### config.mk
export PLATFORM = sky130hd
export DESIGN_NAME = idexe_reg
export DESIGN_NICKNAME = d
export VERILOG_FILES = /design/src/rtl/idexe_reg.sv
export SDC_FILE = /design/constraint.sdc
export NUM_CORES = 1
export LEC_CHECK = 0
export ABC_AREA = 1
export CAP_MARGIN = 25
export CORE_MARGIN = 2
export CORE_UTILIZATION = 30
export DETAILED_ROUTE_END_ITERATION = 10
export HOLD_SLACK_MARGIN = 0.1
export PLACE_DENSITY = 0.7
export SLEW_MARGIN = 20
export SYNTH_ARGS = -nofsm -noshare
export SYNTH_HDL_FRONTEND = slang
export SYNTH_SLANG_ARGS = --single-unit
### constraint.sdc
create_clock -name clk -period 2.75 [get_ports clk]
set_input_delay 0.55 -clock clk [delete_from_list [all_inputs] [get_ports clk]]
set_output_delay 0.55 -clock clk [all_outputs]
set_load 0.005 [all_outputs]
### src/rtl/idexe_reg.sv
// ID/EXE pipeline register with load-use hazard detection and bubble insertion.
// Optional macro IDEXE_BRANCH_LU_EN adds a second bubble for ID-resolved branches that depend on a load.
module idexe_reg (
    input  logic        clk,
    input  logic        rstn,
    input  logic        stall_i,
    input  logic        flush_i,
    input  logic [4:0]  IFID_rs,
    input  logic [4:0]  IFID_rt,
    input  logic        use_rs_i,
    input  logic        use_rt_i,
    input  logic        is_branch_i,
    input  logic [4:0]  rd_i,
    input  logic        RFWr_i,
    input  logic        DMRd_i,
    input  logic        ALUSrc1_i,
    input  logic        ALUSrc2_i,
    input  logic [1:0]  DMWr_i,
    input  logic [1:0]  WDSel_i,
    input  logic [4:0]  ALUOp_i,
    input  logic [31:0] PC_i,
    input  logic [31:0] imm_i,
    input  logic [31:0] rsdata_i,
    input  logic [31:0] rtdata_i,
    output logic [4:0]  IDEXE_rs,
    output logic [4:0]  IDEXE_rt,
    output logic [4:0]  IDEXE_rd,
    output logic        IDEXE_RFWr,
    output logic        IDEXE_DMRd,
    output logic [1:0]  IDEXE_DMWr,
    output logic [1:0]  IDEXE_WDSel,
    output logic [4:0]  IDEXE_ALUOp,
    output logic        IDEXE_ALUSrc1,
    output logic        IDEXE_ALUSrc2,
    output logic [31:0] IDEXE_PC,
    output logic [31:0] IDEXE_imm,
    output logic [31:0] IDEXE_rsdata,
    output logic [31:0] IDEXE_rtdata,
    output logic        IDEXE_valid,
    output logic        hazard_stall_o
);

    typedef struct packed {
        logic        valid;
        logic [4:0]  rs;
        logic [4:0]  rt;
        logic [4:0]  rd;
        logic        rf_wr;
        logic        dm_rd;
        logic [1:0]  dm_wr;
        logic [1:0]  wd_sel;
        logic [4:0]  alu_op;
        logic        alu_src1;
        logic        alu_src2;
        logic [31:0] pc;
        logic [31:0] imm;
        logic [31:0] rs_data;
        logic [31:0] rt_data;
    } fields_t;

`ifdef IDEXE_BRANCH_LU_EN
    typedef enum logic {IDLE = 1'b0, BUB2 = 1'b1} state_t;
`else
    typedef enum logic {IDLE = 1'b0} state_t;
    logic unused_is_branch;
    assign unused_is_branch = is_branch_i;
`endif

    state_t  state;
    state_t  state_after_bubble;
    fields_t q;
    fields_t d_load;
    logic    lu;

    assign d_load = '{
        valid:    1'b1,
        rs:       IFID_rs,
        rt:       IFID_rt,
        rd:       rd_i,
        rf_wr:    RFWr_i,
        dm_rd:    DMRd_i,
        dm_wr:    DMWr_i,
        wd_sel:   WDSel_i,
        alu_op:   ALUOp_i,
        alu_src1: ALUSrc1_i,
        alu_src2: ALUSrc2_i,
        pc:       PC_i,
        imm:      imm_i,
        rs_data:  rsdata_i,
        rt_data:  rtdata_i
    };

    // A load in EXE whose destination is read by the ID instruction; $0 never conflicts.
    assign lu = q.valid & q.dm_rd & (q.rd != 5'd0) &
                ((use_rs_i & (IFID_rs == q.rd)) | (use_rt_i & (IFID_rt == q.rd)));

    always_comb begin
        hazard_stall_o = 1'b0;
        case (state)
            IDLE:    hazard_stall_o = lu & ~flush_i;
`ifdef IDEXE_BRANCH_LU_EN
            BUB2:    hazard_stall_o = ~flush_i;
`endif
            default: hazard_stall_o = 1'b0;
        endcase
    end

`ifdef IDEXE_BRANCH_LU_EN
    // A branch compares in ID, so a loaded operand needs one more cycle than an ALU consumer.
    assign state_after_bubble = (state == IDLE && is_branch_i) ? BUB2 : IDLE;
`else
    assign state_after_bubble = IDLE;
`endif

    always_ff @(posedge clk or negedge rstn) begin
        if (!rstn) begin
            q     <= '0;
            state <= IDLE;
        end else if (!stall_i) begin
            if (flush_i) begin
                q     <= '0;
                state <= IDLE;
            end else if (hazard_stall_o) begin
                q     <= '0;
                state <= state_after_bubble;
            end else begin
                q     <= d_load;
                state <= IDLE;
            end
        end
    end

    assign IDEXE_valid   = q.valid;
    assign IDEXE_rs      = q.rs;
    assign IDEXE_rt      = q.rt;
    assign IDEXE_rd      = q.rd;
    assign IDEXE_RFWr    = q.rf_wr;
    assign IDEXE_DMRd    = q.dm_rd;
    assign IDEXE_DMWr    = q.dm_wr;
    assign IDEXE_WDSel   = q.wd_sel;
    assign IDEXE_ALUOp   = q.alu_op;
    assign IDEXE_ALUSrc1 = q.alu_src1;
    assign IDEXE_ALUSrc2 = q.alu_src2;
    assign IDEXE_PC      = q.pc;
    assign IDEXE_imm     = q.imm;
    assign IDEXE_rsdata  = q.rs_data;
    assign IDEXE_rtdata  = q.rt_data;

endmodule

-- Word-level counts from Yosys, hierarchy flattened
Cells that the tools add are included.
- flip-flop bits (word level): 157
- input bits: 163
- logic and storage cells: 28
- output and inout port bits: 158
- reductions and logical operators: 1
- multiplexer cells: 2
- bitwise operators: 8
- equality and inequality tests: 2
- operators by type and width (operator ; count):
    $mux W157 ; 2
    $eq A5 B5 Y1 ; 2
    $and A1 B1 Y1 ; 6
    $reduce_bool A5 Y1 ; 1
    $not A1 Y1 ; 1
    $or A1 B1 Y1 ; 1

-- Longest topological paths before layout
- word-level depth: 7
- depth in mapped cells: 11
- gate-level depth less buffers: 9

-- Least setup slack after synthesis
No wires, ideal clock.
- path kind: in2out
- start: input IFID_rs[3]
- end: output hazard_stall_o
- stages on the path: 9
- path slack: 0.975 ns
- required time: 2.200 ns
- path buffers: 1
- arrival time: 1.225 ns
- cell sequence: inv_1 nand2_1 nand2_1 nor2_1 nand3_1 nand2_1 nand2_2 buf_2 nor2_1
- longest elaborated chain between the ends: 5
- ends and longest elaborated chain (what ; line ; RTL):
    from (decl) ; 8 ; input logic [4:0] IFID_rs,
    $eq A5 B5 Y1 ; 95 ; ((use_rs_i & (IFID_rs == q.rd)) | (use_rt_i & (IFID_rt == q.rd)));
    $and A1 B1 Y1 ; 95 ;
    $or A1 B1 Y1 ; 95 ;
    $and A1 B1 Y1 ; 94 ; assign lu = q.valid & q.dm_rd & (q.rd != 5'd0) &
    $and A1 B1 Y1 ; 100 ; IDLE: hazard_stall_o = lu & ~flush_i;
    to (decl) ; 40 ; output logic hazard_stall_o
Every way passes these cells.

-- Worst setup path after layout
- start: input IFID_rt[3]
- end: output hazard_stall_o
- longest elaborated chain between the ends: 5
- ends and longest elaborated chain (what ; line ; RTL):
    from (decl) ; 9 ; input logic [4:0] IFID_rt,
    $eq A5 B5 Y1 ; 95 ;
    $and A1 B1 Y1 ; 95 ;
    $or A1 B1 Y1 ; 95 ;
    $and A1 B1 Y1 ; 94 ;
    $and A1 B1 Y1 ; 100 ;
Every way passes these cells.

==> key figures <==
Run status
  • Status: completed

Worst setup path
  • CP Cell Sequence: clkdlybuf4s50_1 > inv_1 > nand2_1 > nand2_1 > nor2_1 > nand3_1 > nand2_2 > nand2_4 > nor2_1 > dlymetal6s2s_1
  • Crit start category: input pin
  • Worst Path Class, Setup: input pin to output pin
  • Worst EP required: 2.20 ns
  • CP Max Fanout: 3
  • Buf+Inv Stages, Crit Path: 3
  • Worst EP arrival: 1.79 ns
  • Slowest CP cell: clkdlybuf4s50_1
  • CP delay by family, top: buffers and inverters
  • Critical Path Sink Type: output pin
  • Worst stage delay on the critical path: 0.50 ns

Synth
  • Post-Syn Nets: 902
  • Share of the synthesized area in the top cell type: 61.04%
  • Syn Inst Count: 739
  • Post-synthesis area per instance: 8.709 sq um
  • Synth warn: 0
  • Sequential share of the synthesized area: 61.04%
  • Synthesis-stage register bit count: 157
  • Cell variety after synth: 12
  • Netlist Area Pre-Place: 0.006436 sq mm
  • Area contributors post-synth: dfrtp_1, nand2_1, nand3_1
  • Post-synth top area cell: dfrtp_1

Finish
  • Area Growth Syn to Fin: 61.64%
  • Layout Cell Area excl Fill: 0.01040 sq mm
  • Nets: 1201
  • Fill count: 1960
  • Share of layout cells above drive strength 1: 4.948%
  • Diodes inserted: 0

Timing
  • Worst-Margin Slew: 0.7048 ns
  • Fin. max-slew vios: 0
  • Worst Slack Setup Final: 0.4147 ns
  • Unrepaired setup endpoints after global routing: no
  • Achievable frequency: 428.2 MHz
  • Clock Skew: 0.01458 ns
  • Fraction of the cycle the final worst path needs: 84.92%
  • Crit path time final: 2.335 ns
  • Finish-stage setup viols: 0
  • Worst slew margin: 53.01%
  • Final Hold Vio Count: 0
  • Total negative slack: 0 ns

Clock network
  • H-tree depth: 4
  • Reg clk slew, reported paths: 0.06 ns
  • Clock latency on the worst-skew pair: 0.42 ns
  • Root Driver: clkbuf_16
  • CTS Sinks: 157
  • Cts bufs inserted: 17
  • CTS tree: built
  • Clock Path Buffers: 2

Global route
  • Total GRT Usage: 17.34%
  • Initial antenna violation count: 0
  • Largest net degree at the start of global routing: 94
  • Global-route wire length before repair: 30860 microns
  • Vias in the first global route: 5960
  • GRT Residual Overflow: 0

Route
  • WL/cell: 15.11 microns
  • DR vias: 6032
  • DR pass1 iterations: 6
  • DR vias/cell: 4.549
  • First DRT Iteration DRCs: 303
  • Final WL: 20040 microns
  • DRT antenna net count: 0
  • Drt drc: 0

Pwr
  • Max VDD drop: 368.5 uV
  • Leakage: 5.120 nW
  • Pwr Density: 563.0 mW/mm^2

Floorplanning
  • Core Area: 0.02102 sq mm
  • Die area: 0.02264 sq mm
  • Die span in y: 150.5 microns
  • Io pins: 321
  • Die Wd: 150.5 microns
  • Row count: 53
  • Initial Util: 30.62%

Worst hold path
  • Hold/Removal Path Class: input pin to flip-flop

Job
  • Max-cap violation count: 0

Place
  • Final GP Congestion: 0.8542
  • DP Wirelength: 13680 microns
  • Placement Cell Area: 0.009823 sq mm
  • Number of port buffers: 319
  • Pre-CTS WS: 0.04880 ns
## cells in the final DEF (no fill, tap or decap), types with 5 or more instances in the layout
cell type / n
buf_12: 5
buf_4: 8
clkbuf_16: 17
clkdlybuf4s50_1: 315
dfrtp_1: 157
inv_1: 10
inv_6: 6
nand2_1: 343
nand3_1: 159
nor2_1: 10
## worst min-delay path: stages
cell            delay, ns
dlymetal6s2s_1       0.12
nand3_1              0.10
nand2_1              0.07
## registers in the layout, summed over array words and instances, names as in the netlist
name and count:
IDEXE_RFWr 1, IDEXE_rtdata 32, IDEXE_imm 32, IDEXE_valid 1, IDEXE_PC 32, IDEXE_DMRd 1
IDEXE_rsdata 32, IDEXE_ALUOp 5, IDEXE_rd 5, IDEXE_WDSel 2, IDEXE_ALUSrc2 1, IDEXE_ALUSrc1 1
IDEXE_DMWr 2, IDEXE_rt 5, IDEXE_rs 5
## metrics by stage
stage | total power [mW] | util [%] | cells | hold slack [ns]
3_3_place_gp | 3.622 | 46.73 | 1293 | 0.4607
5_1_grt | 6.148 | 49.49 | 1326 | 0.4681
2_1_floorplan | 2.890 | - | 739 | 0.2544
3_5_place_dp | 3.638 | 46.73 | 1293 | 0.4638
4_1_cts | 5.942 | 49.46 | 1326 | 0.4593
6_report | 5.857 | 49.49 | 1326 | 0.4748
## kinds of logic after synthesis
logic type             count (synthesis)  synth area share [%]
and+or+nand+nor                      516                 33.26
DFF                                  157                 61.04
buffers and inverters                 66                 5.696
## routing by layer
metal  track usage (%)  part of all wire (%)
met1             21.43                    42
met3             7.182                   9.6
met2             28.23                    47
met4             4.198                   1.1
met5                 0                     0
## worst paths after layout
path | end | start | depth (start not counted) | slack (ns)
setup / recovery | hazard_stall_o | IFID_rt[3] | 10 | 0.41
hold / removal | IDEXE_rs[1] | IFID_rs[1] | 3 | 0.47
setup reg to reg | IDEXE_imm[0] | IDEXE_rd[0] | 11 | 0.76
hold reg to reg | IDEXE_rtdata[29] | IDEXE_rtdata[29] | 2 | 0.48
max in group asynchronous | IDEXE_rs[4] | rstn | 3 | 1.40
min in group asynchronous | IDEXE_imm[29] | rstn | 2 | 0.63
## cell usage after synthesis
master	number
nand2_1	344
nand3_1	159
dfrtp_1	157
clkbuf_1	24
buf_2	14
buf_6	13
nor2_1	11
inv_1	10
inv_2	4
buf_4	1
nand2_2	1
nand4_1	1
## layout make-up
type / count / area [sq um] / share of cell area, %
multi-input combinational: 516 / 2156 / 20.72
clock inverter: 14 / 133.9 / 1.287
inverter: 14 / 52.55 / 0.5051
tap: 275 / 344.1 / 3.307
sequential: 157 / 3929 / 37.76
clock buffer: 18 / 429.2 / 4.125
timing repair buffer: 332 / 3359 / 32.29
## what timing repair did
item,4_1_cts,5_1_grt
resized for setup,0,3
hold buffers,1,0
endpoints found under the hold margin,12,0
setup buffers,0,0
setup endpoints to repair,0,1
## power breakdown
part           internal (mW)  total, mW  switching, mW
clock network           1.27       2.27           1.01
registers               2.49       2.59          0.106
logic                  0.608      0.990          0.382
(Power assumes the default switching activity.)
==> patch 1 (config.mk and constraints unchanged) <==
Add a define of `IDEXE_BRANCH_LU_EN`.
--- a/src/rtl/idexe_reg.sv
+++ b/src/rtl/idexe_reg.sv
@@ -1,5 +1,7 @@
 // ID/EXE pipeline register with load-use hazard detection and bubble insertion.
 // Optional macro IDEXE_BRANCH_LU_EN adds a second bubble for ID-resolved branches that depend on a load.
+`define IDEXE_BRANCH_LU_EN
+
 module idexe_reg (
     input  logic        clk,
     input  logic        rstn,
Formal check against the unedited RTL: not equivalent (a bounded check fails within 4 cycles, from zero or initial values and one cycle with rstn low).
==> patch 1 against the original RTL <==
- setup slack got worse by 0.14 ns
- non-clock buffer count rose by 2
- area after synthesis rose by 0.84%
- via count up 0.94%
- critical endpoint unchanged
- critical path depth is the same
- total power grew 1.3%
- register-to-register slack got worse by 0.08 ns
- routed wire length rose by 1.4%
- highest routed layer unchanged
- global-route usage rose by 0.15 points
- sequential cell count increased by 1
- hold slack about the same
- design area is 0.77% higher
==> patch 1: results (changes against the original RTL) <==
Parameter                              Value

STA
  Setup skew after layout ... 0.01177 ns (-0.002809 ns)
  Worst hold slack across all endpoints ... 0.4748 ns (+0.00002200 ns)
  Worst-case setup margin in the final layout ... 0.2739 ns (-0.1408 ns)
  Transition time of the tightest slew-check pin ... 0.6475 ns (-0.05735 ns)

Global routing
  Pin count of the biggest net entering global routing ... 146 (+55%)
  Antenna violations before repair ... 0 (unchanged)
  Global-route wire length before repair ... 31.37 mm (+1.7%)
  Global routing usage on met2 ... 0.2873 (+0.005000)
  Met1 Track Usage GR ... 0.2140 (-0.0003161)
  Total GRT Usage ... 0.1749 (+0.001464)
  Fraction of met3 tracks used by global routing ... 0.05572 (-0.01610)

Place
  Pre-CTS WS ... -0.03426 ns (-0.08305 ns)
  Placement-stage cell area ... 9894 µm² (+0.73%)
  Global placement routability congestion ... 0.8404 (-1.6%)
  Port-buffer cells ... 320 (+0.31%)
  Detailed placer's ending HPWL ... 13.86 mm (+1.3%)

Power and ir drop
  Cell area power density ... 565.9 nW/µm² (+0.52%)
  Power in the clock group ... 0.00232 W (+2%)
  Seq pwr share ... 0.440 (-0.003)
  Reported net switching power ... 0.001480 W (-1.0%)
  Worst vdd ir ... 0.0003639 V (-1.2%)
  Lkg Pwr ... 5.134 nW (+0.27%)

Synthesis
  List of most frequent post-synthesis cells ... nand2_1, nand3_1, dfrtp_1
  Synth top area cells ... dfrtp_1, nand2_1, nand3_1
  Cell variety after synth ... 15 (+3)
  Cell with the most instances after synthesis ... nand2_1
  Register area share after synthesis ... 0.6092 (-0.001205)
  Mean post-synth cell area ... 8.711 µm² (about the same)
  Post-synthesis compound-gate area fraction ... 0.001928 (+0.001928)
  Net count after synthesis ... 908 (+0.67%)

Worst hold path
  Worst min-delay path category ... register to register
  Number of cells traversed by the worst hold path ... 2 (-1)
  Hold Crit Endpoint ... IDEXE_rtdata[28]
  Beginning of the worst hold path ... IDEXE_rtdata[28]

Drt
  Metal2 WL ... 9.946 mm (+5.6%)
  DRC marker count from the first detailed-route iteration ... 262 (-14%)
  Routed len/inst ... 15.23 µm (+0.78%)
  Vias post-DR ... 6089 (+0.94%)
  Met3 wire length ... 1.570 mm (-19%)
  Initial DRT Pass Iterations ... 4 (-2)
  Met1 wire length ... 8.246 mm (-2.7%)

Critical path
  RR Startpoint ... IDEXE_rd[2]
  Arrival time worst endpoint ... 1.93 ns (+0.14 ns)
  Crit path launch ... IFID_rs[4]
  Internal reg-to-reg setup slack ... 0.68 ns (-0.08 ns)
  Reg2Reg Capture Point ... IDEXE_ALUOp[1]

CTS
  Number of cells upsized or downsized after cts ... 2 (+2)
  Clock slew at the register clock pins of the worst setup and hold paths ... 0.06 ns (about the same)

Run status
  Result of the run ... complete, no violations

Cells and area
  Number of standard cells in the final layout excluding fillers ... 1334 (+0.60%)
  Share of cells above drive strength 1 ... 0.04816 (-0.001318)
  Nets@finish ... 1209 (+0.67%)
  Seq. cell area ... 3954 µm² (+0.64%)
  Fill cell count ... 1983 (+1.2%)
[patch 1: changes by cell type after synthesis, sizes merged]
| cell | unedited run | this run |
|---|---|---|
| buf | 28 | 32 |
| nand2 | 345 | 348 |
| inv | 14 | 15 |
| clkbuf | 24 | 20 |
| nor3 | 0 | 1 |
| nor2 | 11 | 9 |
| dfrtp | 157 | 158 |
| a21oi | 0 | 1 |
| a21boi | 0 | 1 |
[patch 1: cell type report]
cell class,count,share of cell area
Clock inverter,10,0.009906
Clock buffer,22,0.04523
Timing Repair Buffer,334,0.3215
Tap cell,275,0.03282
Inverter,15,0.005371
Sequential cell,158,0.3771
Multi-Input combinational cell,520,0.2080
[patch 1: critical path: stages]
cell and delay [ns]:
clkdlybuf4s50_1 0.50, inv_1 0.05, nand2_1 0.05, nand2_1 0.05, nor2_1 0.11, nand3_1 0.11
nand2_2 0.10, nand2_4 0.05, a21oi_1 0.11, dlygate4sd2_1 0.25
==> patch 2 (same flow settings) <==
Without the edit above. Make the reset (`rstn`) synchronous in one clocked block.
--- a/src/rtl/idexe_reg.sv
+++ b/src/rtl/idexe_reg.sv
@@ -112,7 +112,7 @@
     assign state_after_bubble = IDLE;
 `endif
 
-    always_ff @(posedge clk or negedge rstn) begin
+    always_ff @(posedge clk) begin
         if (!rstn) begin
             q     <= '0;
             state <= IDLE;
Formal check against the unedited RTL: differs if rstn is asserted again (counterexample within 4 cycles, from zero or initial values and one cycle with rstn low); with rstn held inactive, the same outputs for 4 cycles.
==> patch 2 against the original RTL <==
- sequential cell count stayed put
- total power is 5.7% lower
- largest power group unchanged
- design area is 3.6% higher
- largest cell class is now non-clock buffers
- routed wire length is 3.6% higher
- setup slack worse by 0.14 ns
- register-to-register slack worse by 0.16 ns
- via count is 3.6% higher
- area after synthesis is 7.3% higher
- clock skew is 0.0045 ns lower
- non-clock buffer count is 4 higher
==> patch 2: results (changes against the original RTL) <==
Parameter                              Value

Critical path
  Crit path launch ... IFID_rt[1]
  RR Startpoint ... IDEXE_rd[4]
  Arrival time worst endpoint ... 1.92 ns (+0.13 ns)
  Crit-path leading delay family ... buffers and inverters
  Maximum single-stage delay on the critical path ... 0.52 ns (+0.02 ns)
  Reg2Reg Capture Point ... IDEXE_PC[22]
  Internal reg-to-reg setup slack ... 0.60 ns (-0.16 ns)
  Reg2reg path depth ... 9 (-2)

CTS
  Total CTS buffers ... 17 (unchanged)
  Clock slew at the register clock pins of the worst setup and hold paths ... 0.06 ns (about the same)
  Root Driver ... clkbuf_16
  Number of cells upsized or downsized after cts ... 1 (+1)

STA
  Setup skew after layout ... 0.01013 ns (-0.004456 ns)
  Transition time of the tightest slew-check pin ... 1.069 ns (+0.3640 ns)
  Worst hold slack across all endpoints ... 0.4515 ns (-0.02332 ns)

Drt
  Initial DRT Pass Iterations ... 4 (-2)
  Vias post-DR ... 6247 (+3.6%)
  DRC marker count from the first detailed-route iteration ... 262 (-14%)
  Met3 wire length ... 1.293 mm (-33%)
  Routed len/inst ... 15.48 µm (+2.5%)
  Metal2 WL ... 9.615 mm (+2.1%)
  Met1 wire length ... 9.176 mm (+8.3%)

Cells and area
  Nets@finish ... 1206 (+0.42%)
  Share of cells above drive strength 1 ... 0.2453 (+0.1958)

Synthesis
  List of most frequent post-synthesis cells ... nand2_1, dfxtp_1, a21oi_2, nand3_2, nand3_1
  Net count after synthesis ... 920 (+2.0%)
  Synth top area cells ... dfxtp_1, nand3_2, a21oi_2
  Async set or reset register ratio after synthesis ... 0 (-1.000)
  Cell variety after synth ... 18 (+6)
  Number of warnings reported in the yosys synthesis log ... 0 (unchanged)
  Register area share after synthesis ... 0.4550 (-0.1554)

Worst hold path
  Number of cells traversed by the worst hold path ... 2 (-1)
  Beginning of the worst hold path ... IDEXE_DMWr[0]
  Worst min-delay path category ... register to register
  Hold Crit Endpoint ... IDEXE_DMWr[0]

Place
  Pre-CTS WS ... -0.01458 ns (-0.06338 ns)
  Global placement routability congestion ... 0.8344 (-2.3%)
  Detailed placer's ending HPWL ... 13.44 mm (-1.7%)

Power and ir drop
  Switch share ... 0.2537 (-0.001600)
  Lkg Pwr ... 3.604 nW (-30%)
  Total sequential power ... 0.00241 W (-7%)
  Cell area power density ... 512.7 nW/µm² (-8.9%)
  Worst vdd ir ... 0.0003244 V (-12%)
  Clk network pwr share ... 0.419 (+0.031)

Global routing
  Global routing usage on met2 ... 0.2657 (-0.01658)
  Met1 Track Usage GR ... 0.2097 (-0.004583)
  Pin count of the biggest net entering global routing ... 158 (+68%)
  Fraction of met3 tracks used by global routing ... 0.04361 (-0.02821)
  Via count of the first global-routing pass ... 6051 (+1.5%)
  Total GRT Usage ... 0.1663 (-0.007145)
  Global-route wire length before repair ... 32.49 mm (+5.3%)

Run status
  Result of the run ... complete, no violations
## patch 2: cell count changes in the layout (fill, tap and decap cells not counted), moves of 3 or more
cell,delta
dfxtp_1,+157
dfrtp_1,-157
nand3_2,+100
nand2_1,-157
a21oi_2,+100
a21oi_1,+57
nand3_1,-100
buf_4,+3
## patch 2: metrics by stage
step	area (µm²)	power, W	std cells	TNS (ns)	utilization
floorplan	6908	0.002756	757	0	-
global placement	10200	0.003258	1309	0	0.4507
detailed placement	10200	0.003264	1309	-0.01458	0.4507
CTS	10780	0.005620	1341	0	0.4759
global route	10780	0.005773	1341	0	0.4759
finish	10780	0.005524	1341	0	0.4759
## patch 2: cells by family after synthesis
group           after synthesis  share of synthesized area
compound gates              157                     0.1681
buf+inv                      84                    0.07843
flops                       157                     0.4550
simple gates                359                     0.2985
## patch 2: layout make-up
class	instances	area [µm²]
sequential	157	3143
inverter	15	61.31
clock inverter	13	130.1
tap	285	356.6
multi-input combinational	516	3237
clock buffer	19	442.9
fill	2147	11870
timing repair buffer	336	3405
